**config.mk**
```make
export PLATFORM = sky130hd
export DESIGN_NAME = nrbd_nrsc_param
export DESIGN_NICKNAME = d
export VERILOG_FILES = /design/src/rtl/nrbd_nrsc_param.sv
export SDC_FILE = /design/constraint.sdc
export NUM_CORES = 1
export LEC_CHECK = 0
export CAP_MARGIN = 10
export CORE_MARGIN = 3
export CORE_UTILIZATION = 51
export DETAILED_ROUTE_END_ITERATION = 6
export GPL_ROUTABILITY_DRIVEN = 0
export GPL_TIMING_DRIVEN = 0
export PLACE_DENSITY = 0.83
export SETUP_SLACK_MARGIN = 0.3
export SLEW_MARGIN = 5
export SYNTH_ARGS = -nofsm -noshare
export SYNTH_HDL_FRONTEND = slang
export SYNTH_SLANG_ARGS = --single-unit
```
**constraint.sdc**
```tcl
create_clock -name Clk_CI -period 5.6 [get_ports Clk_CI]
set_clock_uncertainty 0.1 [all_clocks]
set_input_delay 1.12 -clock Clk_CI [delete_from_list [all_inputs] [get_ports Clk_CI]]
set_output_delay 1.12 -clock Clk_CI [all_outputs]
set_load 0.05 [all_outputs]
```
**src/rtl/nrbd_nrsc_param.sv**
```systemverilog
// Non-restoring divider / square-root core for normalised mantissas, UNROLL result bits per cycle.
// Latency: Start accepted at edge 0 -> Done_SO pulses in cycle ITERS+1 (cycle 2 for a zero divisor).
// Backpressure: Start_SI is taken only while Ready_SO=1; requests at other times are dropped, never queued.
//
// Ports:
//   Clk_CI, Rst_RBI          clock, asynchronous active-low reset
//   Start_SI, Sqrt_SI        request, mode (0=divide, 1=sqrt), sampled at accept
//   Odd_exp_SI               sqrt only: radicand is doubled before the root is taken
//   Kill_SI                  abort the running operation (no Done); beats Start in IDLE
//   Mant_a_DI, Mant_b_DI     numerator/radicand and denominator, hidden bit at MSB
//   Ready_SO, Done_SO        can-accept flag, one-cycle result-valid pulse
//   Mant_z_DO                result, 1 integer bit + WIDTH+2 fraction bits
//   Sticky_SO, Div_zero_SO   inexact flag, zero-divisor flag; held with Mant_z_DO
module nrbd_nrsc_param #(
    parameter int WIDTH  = 24,
    parameter int UNROLL = 1
) (
    input  logic             Clk_CI,
    input  logic             Rst_RBI,
    input  logic             Start_SI,
    input  logic             Sqrt_SI,
    input  logic             Odd_exp_SI,
    input  logic             Kill_SI,
    input  logic [WIDTH-1:0] Mant_a_DI,
    input  logic [WIDTH-1:0] Mant_b_DI,
    output logic             Ready_SO,
    output logic             Done_SO,
    output logic [WIDTH+2:0] Mant_z_DO,
    output logic             Sticky_SO,
    output logic             Div_zero_SO
);

    localparam int RES_W      = WIDTH + 3;
    localparam int REM_W      = RES_W + 3;
    localparam int RAD_W      = 2 * RES_W;
    localparam int ITERS      = (RES_W + UNROLL - 1) / UNROLL;
    // Steps that are real in the last cycle; the rest of that cycle is masked.
    localparam int LAST_STEPS = RES_W - (ITERS - 1) * UNROLL;
    localparam int CNT_W      = $clog2(ITERS + 1);

    typedef enum logic [1:0] {IDLE, ITER, FIN} state_t;

    state_t             state_q;
    logic [CNT_W-1:0]   cnt_q;
    logic               sqrt_q;
    logic               dz_q;
    logic [REM_W-1:0]   rem_q;      // signed partial remainder
    logic [RES_W-1:0]   quo_q;      // quotient / developing root
    logic [RAD_W-1:0]   rad_q;      // radicand bits not yet consumed, two per sqrt step
    logic [REM_W-1:0]   dvs_q;      // divisor pre-doubled, see note on the divide step

    logic [REM_W-1:0]   rem_nxt;
    logic [RES_W-1:0]   quo_nxt;
    logic [RAD_W-1:0]   rad_nxt;
    logic [REM_W-1:0]   sh;
    logic [REM_W-1:0]   trial;
    logic               neg;
    logic [REM_W-1:0]   rem_fix;

    // UNROLL chained steps. Every step shifts the remainder first, then adds
    // or subtracts depending on the sign it had before the shift. The divide
    // remainder is kept at twice its natural scale (start = A, term = 2B) so
    // that divide and sqrt share the shift-then-add shape. The recorded bit is
    // the sign of the new remainder, which is already the restoring digit, so
    // only the remainder needs fixing up at the end.
    always_comb begin
        rem_nxt = rem_q;
        quo_nxt = quo_q;
        rad_nxt = rad_q;
        sh      = '0;
        trial   = '0;
        neg     = 1'b0;
        for (int u = 0; u < UNROLL; u++) begin
            if (!(cnt_q == '0 && u >= LAST_STEPS)) begin
                neg = rem_nxt[REM_W-1];
                if (sqrt_q) begin
                    sh      = {rem_nxt[REM_W-3:0], rad_nxt[RAD_W-1 -: 2]};
                    trial   = {1'b0, quo_nxt, neg, 1'b1};   // 4Q+1 or 4Q+3
                    rad_nxt = {rad_nxt[RAD_W-3:0], 2'b00};
                end else begin
                    sh      = {rem_nxt[REM_W-2:0], 1'b0};
                    trial   = dvs_q;
                end
                rem_nxt = neg ? (sh + trial) : (sh - trial);
                quo_nxt = {quo_nxt[RES_W-2:0], ~rem_nxt[REM_W-1]};
            end
        end
    end

    // Final correction: a negative remainder gets the last term back so the
    // sticky test sees the true remainder (divide: +2B, sqrt: +2Q+1).
    always_comb begin
        rem_fix = rem_q;
        if (rem_q[REM_W-1]) begin
            rem_fix = rem_q + (sqrt_q ? {2'b00, quo_q, 1'b1} : dvs_q);
        end
    end

    always_ff @(posedge Clk_CI or negedge Rst_RBI) begin
        if (!Rst_RBI) begin
            state_q     <= IDLE;
            cnt_q       <= '0;
            sqrt_q      <= 1'b0;
            dz_q        <= 1'b0;
            rem_q       <= '0;
            quo_q       <= '0;
            rad_q       <= '0;
            dvs_q       <= '0;
            Ready_SO    <= 1'b1;
            Done_SO     <= 1'b0;
            Mant_z_DO   <= '0;
            Sticky_SO   <= 1'b0;
            Div_zero_SO <= 1'b0;
        end else begin
            Done_SO <= 1'b0;
            case (state_q)
                IDLE: begin
                    if (Start_SI && Ready_SO && !Kill_SI) begin
                        state_q  <= ITER;
                        cnt_q    <= CNT_W'(ITERS - 1);
                        Ready_SO <= 1'b0;
                        sqrt_q   <= Sqrt_SI;
                        dz_q     <= !Sqrt_SI && (Mant_b_DI == '0);
                        rem_q    <= Sqrt_SI ? '0 : REM_W'(Mant_a_DI);
                        quo_q    <= '0;
                        rad_q    <= {(Odd_exp_SI ? {Mant_a_DI, 1'b0} : {1'b0, Mant_a_DI}),
                                     {(WIDTH + 5){1'b0}}};
                        dvs_q    <= {{(REM_W - WIDTH - 1){1'b0}}, Mant_b_DI, 1'b0};
                    end else begin
                        // Also re-opens the core the cycle after a Done.
                        Ready_SO <= 1'b1;
                    end
                end
                ITER: begin
                    if (Kill_SI) begin
                        state_q  <= IDLE;
                        Ready_SO <= 1'b1;
                    end else if (dz_q) begin
                        state_q <= FIN;
                    end else begin
                        rem_q <= rem_nxt;
                        quo_q <= quo_nxt;
                        rad_q <= rad_nxt;
                        cnt_q <= cnt_q - CNT_W'(1);
                        if (cnt_q == '0) begin
                            state_q <= FIN;
                        end
                    end
                end
                FIN: begin
                    state_q <= IDLE;
                    if (Kill_SI) begin
                        Ready_SO <= 1'b1;
                    end else begin
                        Done_SO     <= 1'b1;
                        Mant_z_DO   <= dz_q ? '1 : quo_q;
                        Sticky_SO   <= !dz_q && (rem_fix != '0);
                        Div_zero_SO <= dz_q;
                    end
                end
                default: begin
                    state_q  <= IDLE;
                    Ready_SO <= 1'b1;
                end
            endcase
        end
    end

endmodule

```
==> results.py, run 1 <==
metrics = {
    "job": {
        "drv_cap": 0,
    },
    "global_routing": {
        "grt-ovfl-total": 0,
        "grt_pass1_vias": 10459,
        "antenna_found_initial": 0,
        "grt_first_pass_wirelength_um": 54600,
        "grt_usage_pct": 28.5,
        "grt_max_degree": 93,
    },
    "hold_path": {
        "whs_path_depth": 2,
        "hold_start": "Mant_z_DO[13]",
        "hold_class": "reg2reg",
        "hold_end": "Mant_z_DO[13]",
    },
    "worst_setup_path": {
        "startpoint_type": "flop",
        "arrival_ns": 5.38,
        "endpoint_kind": "flop",
        "worst-r2r-cell-count": 24,
        "timing.rr.end": "rem_q[27]",
        "reg2reg_from": "sqrt_q",
        "reg2reg_slack_ns": 0.41,
        "crit_type": "reg2reg",
        "crit_fanout": 10,
        "crit_start": "sqrt_q",
        "required_ns": 5.79,
    },
    "route": {
        "vias": 11018,
        "detail_route.iter0.violations": 1371,
        "drt.antenna.violating_nets": 0,
        "drc": 0,
        "dr.pass1.iters": 6,
        "drt-total-wl_um": 34700,
        "vias_per_cell": 6.42,
        "wl_per_cell_um": 20.2,
    },
    "finish": {
        "final_area_um2": 13200,
        "post-route-util_pct": 62.1,
        "final_nets": 1547,
        "syn_to_final_growth_pct": 18.3,
        "fill_cells": 1713,
        "drive_above_1_share_pct": 11.5,
        "num_antenna_cells": 0,
    },
    "floorplanning": {
        "core_um2": 21200,
        "io_pins": 85,
        "fp.dieW_um": 154,
        "start_util_pct": 52.5,
        "die_h_um": 154,
        "rows": 53,
        "dieArea_um2": 23600,
    },
    "sta": {
        "relSlewSlack_pct": 40.7,
        "setup_ws_ns": 0.411,
        "hold_violations": 0,
        "worst_pin_slew_ns": 0.888,
        "setup_viol_count_final": 0,
        "grt_setup_unrepaired": "no",
        "holdWs_ns": 0.379,
        "finalMaxSlewViolations": 0,
        "fmax_mhz": 193,
        "finalCriticalPeriod_ns": 5.19,
        "finalCritPeriodShare_pct": 92.7,
    },
    "synthesis": {
        "syn_inst": 1317,
        "syn_area_per_cell_um2": 8.46,
        "synth_seq_cells": 146,
        "async_flop_share_pct": 100,
        "syn_area_um2": 11100,
        "synth-seq-area-share_pct": 32.8,
        "synth_cell_types": 76,
        "ys.flop_type": "dfrtp_1",
        "yosysWarnings": 0,
        "synthesis.nets": 1435,
        "synth-edff-count": 0,
    },
    "clock_network": {
        "cts_made_buffers": 17,
        "clock-root-buffer": "clkbuf_16",
        "clock_sinks": 146,
        "htree_num_levels": 4,
        "path_clk_slew_ns": 0.07,
        "cts_max_path_buffers": 2,
        "clk_latency_ns": 0.43,
        "cts_tree": "done",
    },
    "power_and_ir_drop": {
        "vdd_ir_drop_max_v": 0.000353,
        "total_power_mw": 9.81,
        "leakage_nw": 5.62,
        "power_density_nw_per_um2": 744,
    },
    "placement": {
        "dp_hpwl_um": 25200,
        "portBuffers": 83,
        "place_ws_ns": -0.859,
        "place_area_um2": 12300,
    },
    "outcome": {
        "status": "finished clean",
    },
}
-- state kept, by name, summed over array words and instances (netlist names) --
| register | count |
|---|---|
| Div_zero_SO | 1 |
| Done_SO | 1 |
| Mant_z_DO | 27 |
| Ready_SO | 1 |
| Sticky_SO | 1 |
| cnt_q | 5 |
| dvs_q | 24 |
| dz_q | 1 |
| quo_q | 27 |
| rad_q | 25 |
| rem_q | 30 |
| sqrt_q | 1 |
| state_q | 2 |
-- critical path: stages, from the launching register on --
cell	delay, ns
dfrtp_1	0.41
buf_6	0.17
buf_6	0.18
buf_8	0.17
buf_8	0.16
clkbuf_8	0.20
clkbuf_8	0.20
mux2i_1	0.20
ha_1	0.19
o21ai_1	0.11
or2_4	0.29
nor4_4	0.23
and2_4	0.22
a31oi_1	0.09
xnor2_1	0.23
ha_2	0.34
a21oi_2	0.19
o21ai_2	0.10
a211oi_2	0.23
a21oi_2	0.10
o41ai_2	0.28
o21ai_2	0.14
o31ai_2	0.21
xor2_1	0.18
o21ai_0	0.12
-- worst max-delay path by stage --
stage                endpoint  cells after the start
finish              rem_q[27]                     24
global route        rem_q[28]                     23
CTS                 Sticky_SO                     17
detailed placement  rem_q[27]                     24
global placement    rad_q[33]                      1
floorplan           rem_q[27]                     24
-- power breakdown --
part	switching (mW)	internal, mW	leakage, nW	total (mW)
combinational	3.89	2.84	3.44	6.73
sequential	0.453	1.37	1.87	1.82
clock	0.490	0.767	0.307	1.26
total	4.84	4.97	5.62	9.81
-- layout by cell type, fill, tap and decap left out, types with 5 or more instances in the layout --
cell type	count
o21ai_0	93
or3_1	6
o21a_1	10
a31oi_1	9
o31ai_1	5
a21boi_0	5
xnor2_1	49
ha_1	59
nand2_1	150
o21ai_1	7
nor3_1	29
o211ai_1	11
a21o_1	14
xor2_1	21
a221oi_1	20
a211oi_1	9
nand2b_1	7
nor2b_1	9
nor3b_1	6
and2_1	9
a21oi_1	103
clkdlybuf4s50_1	82
and3_1	12
nand3_1	42
clkbuf_16	17
dfrtp_1	145
nand4_1	10
a21oi_2	5
clkbuf_1	54
buf_4	11
or2_2	6
inv_1	26
mux2_2	79
buf_1	5
nor4_1	12
nor2_1	152
mux2i_1	51
o21bai_1	6
-- per-stage QoR --
step | std cells | TNS, ns
2_1_floorplan | 1317 | 0
3_3_place_gp | 1675 | -375.04
3_5_place_dp | 1676 | -7.62
4_1_cts | 1711 | 0
5_1_grt | 1717 | 0
6_report | 1717 | 0
-- synthesized netlist by cell type (all sizes together) (3+ instances only) --
library cell,number,area (um^2)
nor2,152,571
nand2,150,563
dfrtp,145,3630
a21oi,108,544
o21ai,103,519
mux2,79,890
ha,62,776
clkbuf,58,219
mux2i,51,510
xnor2,49,429
nand3,42,210
nor3,29,145
inv,26,97.6
a221oi,21,190
xor2,21,184
nor4,15,106
a21o,14,105
and3,12,75.1
buf,12,67.6
a211oi,11,87.6
o211ai,11,82.6
and2,10,62.6
nand4,10,62.6
o21a,10,75.1
a31oi,9,56.3
nor2b,9,56.3
nand2b,7,43.8
or2,7,43.8
a2111oi,6,65.1
nor3b,6,45.0
o21bai,6,45.0
o31ai,6,45.0
or3,6,37.5
a21boi,5,37.5
nand3b,4,30.0
or4,4,30.0
a22oi,3,22.5
o41ai,3,26.3
-- cell families after synthesis --
kind of cell    count (synthesis)  synth area share, %
simple gates                  467                 19.0
compound gates                343                 19.3
flops                         146                 32.8
mux                           130                 12.6
buf+inv                        97                 3.48
xor+xnor                       70                 5.51
fa+ha+maj                      64                 7.32
-- metal layers --
layer	vias up	routed length [um]	track usage, %
met5	-	0	0
met4	0	1920	14.1
met3	120	3420	5.12
met2	656	15300	44.0
met1	5243	14000	38.7
li1	4999	-	-
-- what timing repair did --
item                                   CTS  global route
hold buffers                             0             0
buffers inserted                         3             6
resized for setup                       19            24
pin swaps                                6            15
endpoints found under the hold margin    0             0
setup endpoints to repair               19            13
-- cell type report --
class / instances / area [um^2] / share of cell area (%)
buffer: 70 / 333 / 2.53
multi-input combinational: 1074 / 7180 / 54.5
clock buffer: 19 / 443 / 3.36
inverter: 27 / 101 / 0.769
sequential: 146 / 3650 / 27.7
tap: 275 / 344 / 2.61
clock inverter: 13 / 199 / 1.51
timing repair buffer: 93 / 927 / 7.04
No activity file was read; power rests on OpenSTA's default activity.
==> run 2, diff against run 1 <==
- ABC_AREA: unset -> 1
- CELL_PAD_IN_SITES_DETAIL_PLACEMENT: unset -> 1
- CELL_PAD_IN_SITES_GLOBAL_PLACEMENT: unset -> 1
- CORE_UTILIZATION: 51 -> 39
- PLACE_DENSITY: 0.83 -> 0.87
==> run 2 against run 1 <==
  * Worst setup slack better by 0.14 ns
  * Synthesized area is 3.8% higher
  * Wire length is 25% higher
  * Critical path depth is 3 higher
  * Sequential share of layout area is 0.64 points lower
  * Maximum frequency is 2.7% higher
  * Via count is 14% higher
  * Synthesized cell count is 31% higher
  * Cell area is 2.4% higher
  * Sequential cell count stayed put
==> results.py, run 2 <==
metrics = {
    "sta": {
        "setup_ws_ns": 0.548,
        "finalCriticalPeriod_ns": 5.05,
        "worst_pin_slew_ns": 1.05,
        "fmax_mhz": 198,
        "finalCritPeriodShare_pct": 90.2,
        "hold_violations": 0,
        "setup_viol_count_final": 0,
        "grt_setup_unrepaired": "no",
        "finalMaxSlewViolations": 0,
        "relSlewSlack_pct": 29.5,
    },
    "placement": {
        "place_area_um2": 12900,
        "portBuffers": 83,
        "dp_hpwl_um": 34100,
        "place_ws_ns": 0.399,
    },
    "outcome": {
        "status": "finished clean",
    },
    "worst_setup_path": {
        "startpoint_type": "flop",
        "endpoint_kind": "flop",
        "crit_type": "reg2reg",
        "reg2reg_from": "sqrt_q",
        "crit_fanout": 10,
        "required_ns": 5.85,
        "arrival_ns": 5.30,
        "crit_start": "sqrt_q",
    },
    "synthesis": {
        "syn_area_um2": 11600,
        "syn_inst": 1719,
        "synth-edff-count": 0,
        "yosysTopAreaCellShare_pct": 31.4,
        "synth_seq_cells": 146,
        "synth_cell_types": 57,
        "ys_top_cells_by_count": "nand2_1, inv_1, nor2_1, o21ai_0, a21oi_1",
        "synth-seq-area-share_pct": 31.6,
        "synth.most_common_cell": "nand2_1",
        "syn_area_per_cell_um2": 6.72,
        "ys.flop_type": "dfrtp_1",
        "yosysWarnings": 0,
        "synthesis.nets": 1837,
        "synth_top_area_cell": "dfrtp_1",
        "async_flop_share_pct": 100,
        "synth_area_leaders": "dfrtp_1, nand2_1, inv_1, o21ai_0, a21oi_1",
    },
    "clock_network": {
        "path_clk_slew_ns": 0.07,
        "clk_latency_ns": 0.45,
        "cts_max_path_buffers": 2,
        "htree_num_levels": 4,
        "cts_made_buffers": 17,
        "postCtsSetupBuffers": 0,
        "cts_hold_buf": 0,
        "clock-root-buffer": "clkbuf_16",
        "cts_tree": "done",
        "clock_sinks": 146,
    },
    "floorplanning": {
        "dieArea_um2": 31700,
        "start_util_pct": 39.9,
        "core_um2": 28900,
        "fp.dieW_um": 178,
        "io_pins": 85,
        "die_h_um": 178,
        "rows": 62,
    },
    "finish": {
        "largest_register_ffs": 30,
        "drive_above_1_share_pct": 6.21,
        "final_nets": 1940,
        "reg.largest.list": "rem_q x30, Mant_z_DO x27, quo_q x27",
        "final_common_cell": "nand2_1",
        "num_antenna_cells": 0,
        "final_cell_mix": "nand2_1, inv_1, nor2_1",
        "largest_register": "rem_q",
        "syn_to_final_growth_pct": 16.8,
        "final_area_um2": 13500,
    },
    "global_routing": {
        "grt_max_degree": 88,
        "antenna_found_initial": 0,
        "grt-ovfl-total": 0,
        "grt_first_pass_wirelength_um": 69000,
        "grt_usage_pct": 27.6,
        "grt_pass1_vias": 13148,
    },
    "route": {
        "vias_per_cell": 5.64,
        "detail_route.iter0.violations": 748,
        "wl_per_cell_um": 19.5,
        "drc": 0,
        "drt.antenna.violating_nets": 0,
        "dr.pass1.iters": 5,
        "vias": 12506,
        "drt-total-wl_um": 43200,
    },
    "hold_path": {
        "hold_class": "reg2reg",
        "hold_start": "cnt_q[4]",
    },
    "job": {
        "drv_cap": 0,
    },
}
-- run 2: changes by cell type after synthesis, moves of 51 or more --
cell     previous run  this run
nand2_1           150       417
mux2_2             79         0
o21ai_0           100       159
mux2i_1            51         0
inv_1              26       214
-- run 2: cells by family after synthesis --
kind of cell             count (synthesis)  synth area share [%]
XOR/XNOR                                34                  2.58
flip-flops                             146                  31.6
adder cells (fa/ha/maj)                 64                  7.06
AO/OA/AOI/OAI                          431                  21.0
AND/OR/NAND/NOR                        758                  27.9
buffers and inverters                  286                  9.86
-- run 2: routing by layer --
layer / vias up / GRT usage, % / routed length, um
li1: 5891 / - / -
met1: 6158 / 35.0 / 18500
met2: 376 / 47.8 / 20900
met3: 81 / 2.83 / 2150
met4: 0 / 11.8 / 1670
met5: - / 0 / 0
-- run 2: final timing paths --
path,slack [ns],end,cells past startpoint
hold reg to reg,0.40,cnt_q[4],1
setup reg to reg,0.55,rem_q[29],27
setup / recovery,0.55,rem_q[29],27
max in group asynchronous,4.01,rem_q[22],2
hold / removal,0.40,cnt_q[4],1
min in group asynchronous,0.55,state_q[1],1
-- run 2: per-stage QoR --
stage               hold WS [ns]  setup TNS (ns)  utilization [%]  cells
floorplan                  0.359               0                -   1719
global placement           0.378         -380.38             44.5   2186
detailed placement         0.385               0             44.6   2187
CTS                        0.395               0             46.5   2219
global route               0.438               0             46.6   2219
finish                     0.395               0             46.6   2219
-- run 2: worst max-delay path: stages, from the launching register on --
cell and delay (ns):
dfrtp_2 0.42, buf_6 0.19, buf_12 0.15, buf_6 0.15
buf_4 0.19, buf_4 0.23, nor2_1 0.09, a21oi_2 0.15
ha_1 0.20, nand2_1 0.11, nor3_4 0.18, nand3_2 0.17
nor2_4 0.16, nand2_1 0.10, o21ai_1 0.20, xor2_1 0.24
ha_2 0.37, a21oi_2 0.22, nor2_1 0.07, nor2_1 0.11
nor2_1 0.06, a211oi_2 0.24, o21ai_0 0.15, a21oi_1 0.19
nand3_1 0.11, nand2_2 0.14, nand2_1 0.07, o21ai_1 0.16
-- run 2: cell type report --
| cell class | count | area [um^2] |
|---|---|---|
| Fill cell | 3749 | 15400 |
| Multi-Input combinational cell | 1287 | 6790 |
| Sequential cell | 146 | 3660 |
| Timing Repair Buffer | 84 | 860 |
| Inverter | 223 | 837 |
| Tap cell | 384 | 480 |
| Clock buffer | 19 | 443 |
| Buffer | 63 | 305 |
| Clock inverter | 13 | 125 |
-- run 2: timing repair --
item / 4_1_cts / 5_1_grt
gates resized for setup: 1 / 10
hold endpoints to repair: 0 / 0
setup endpoints to repair: 1 / 5
Power of run 2 is not shown: default switching activity piles up to over one toggle a cycle in this logic, so the estimate is an artifact.
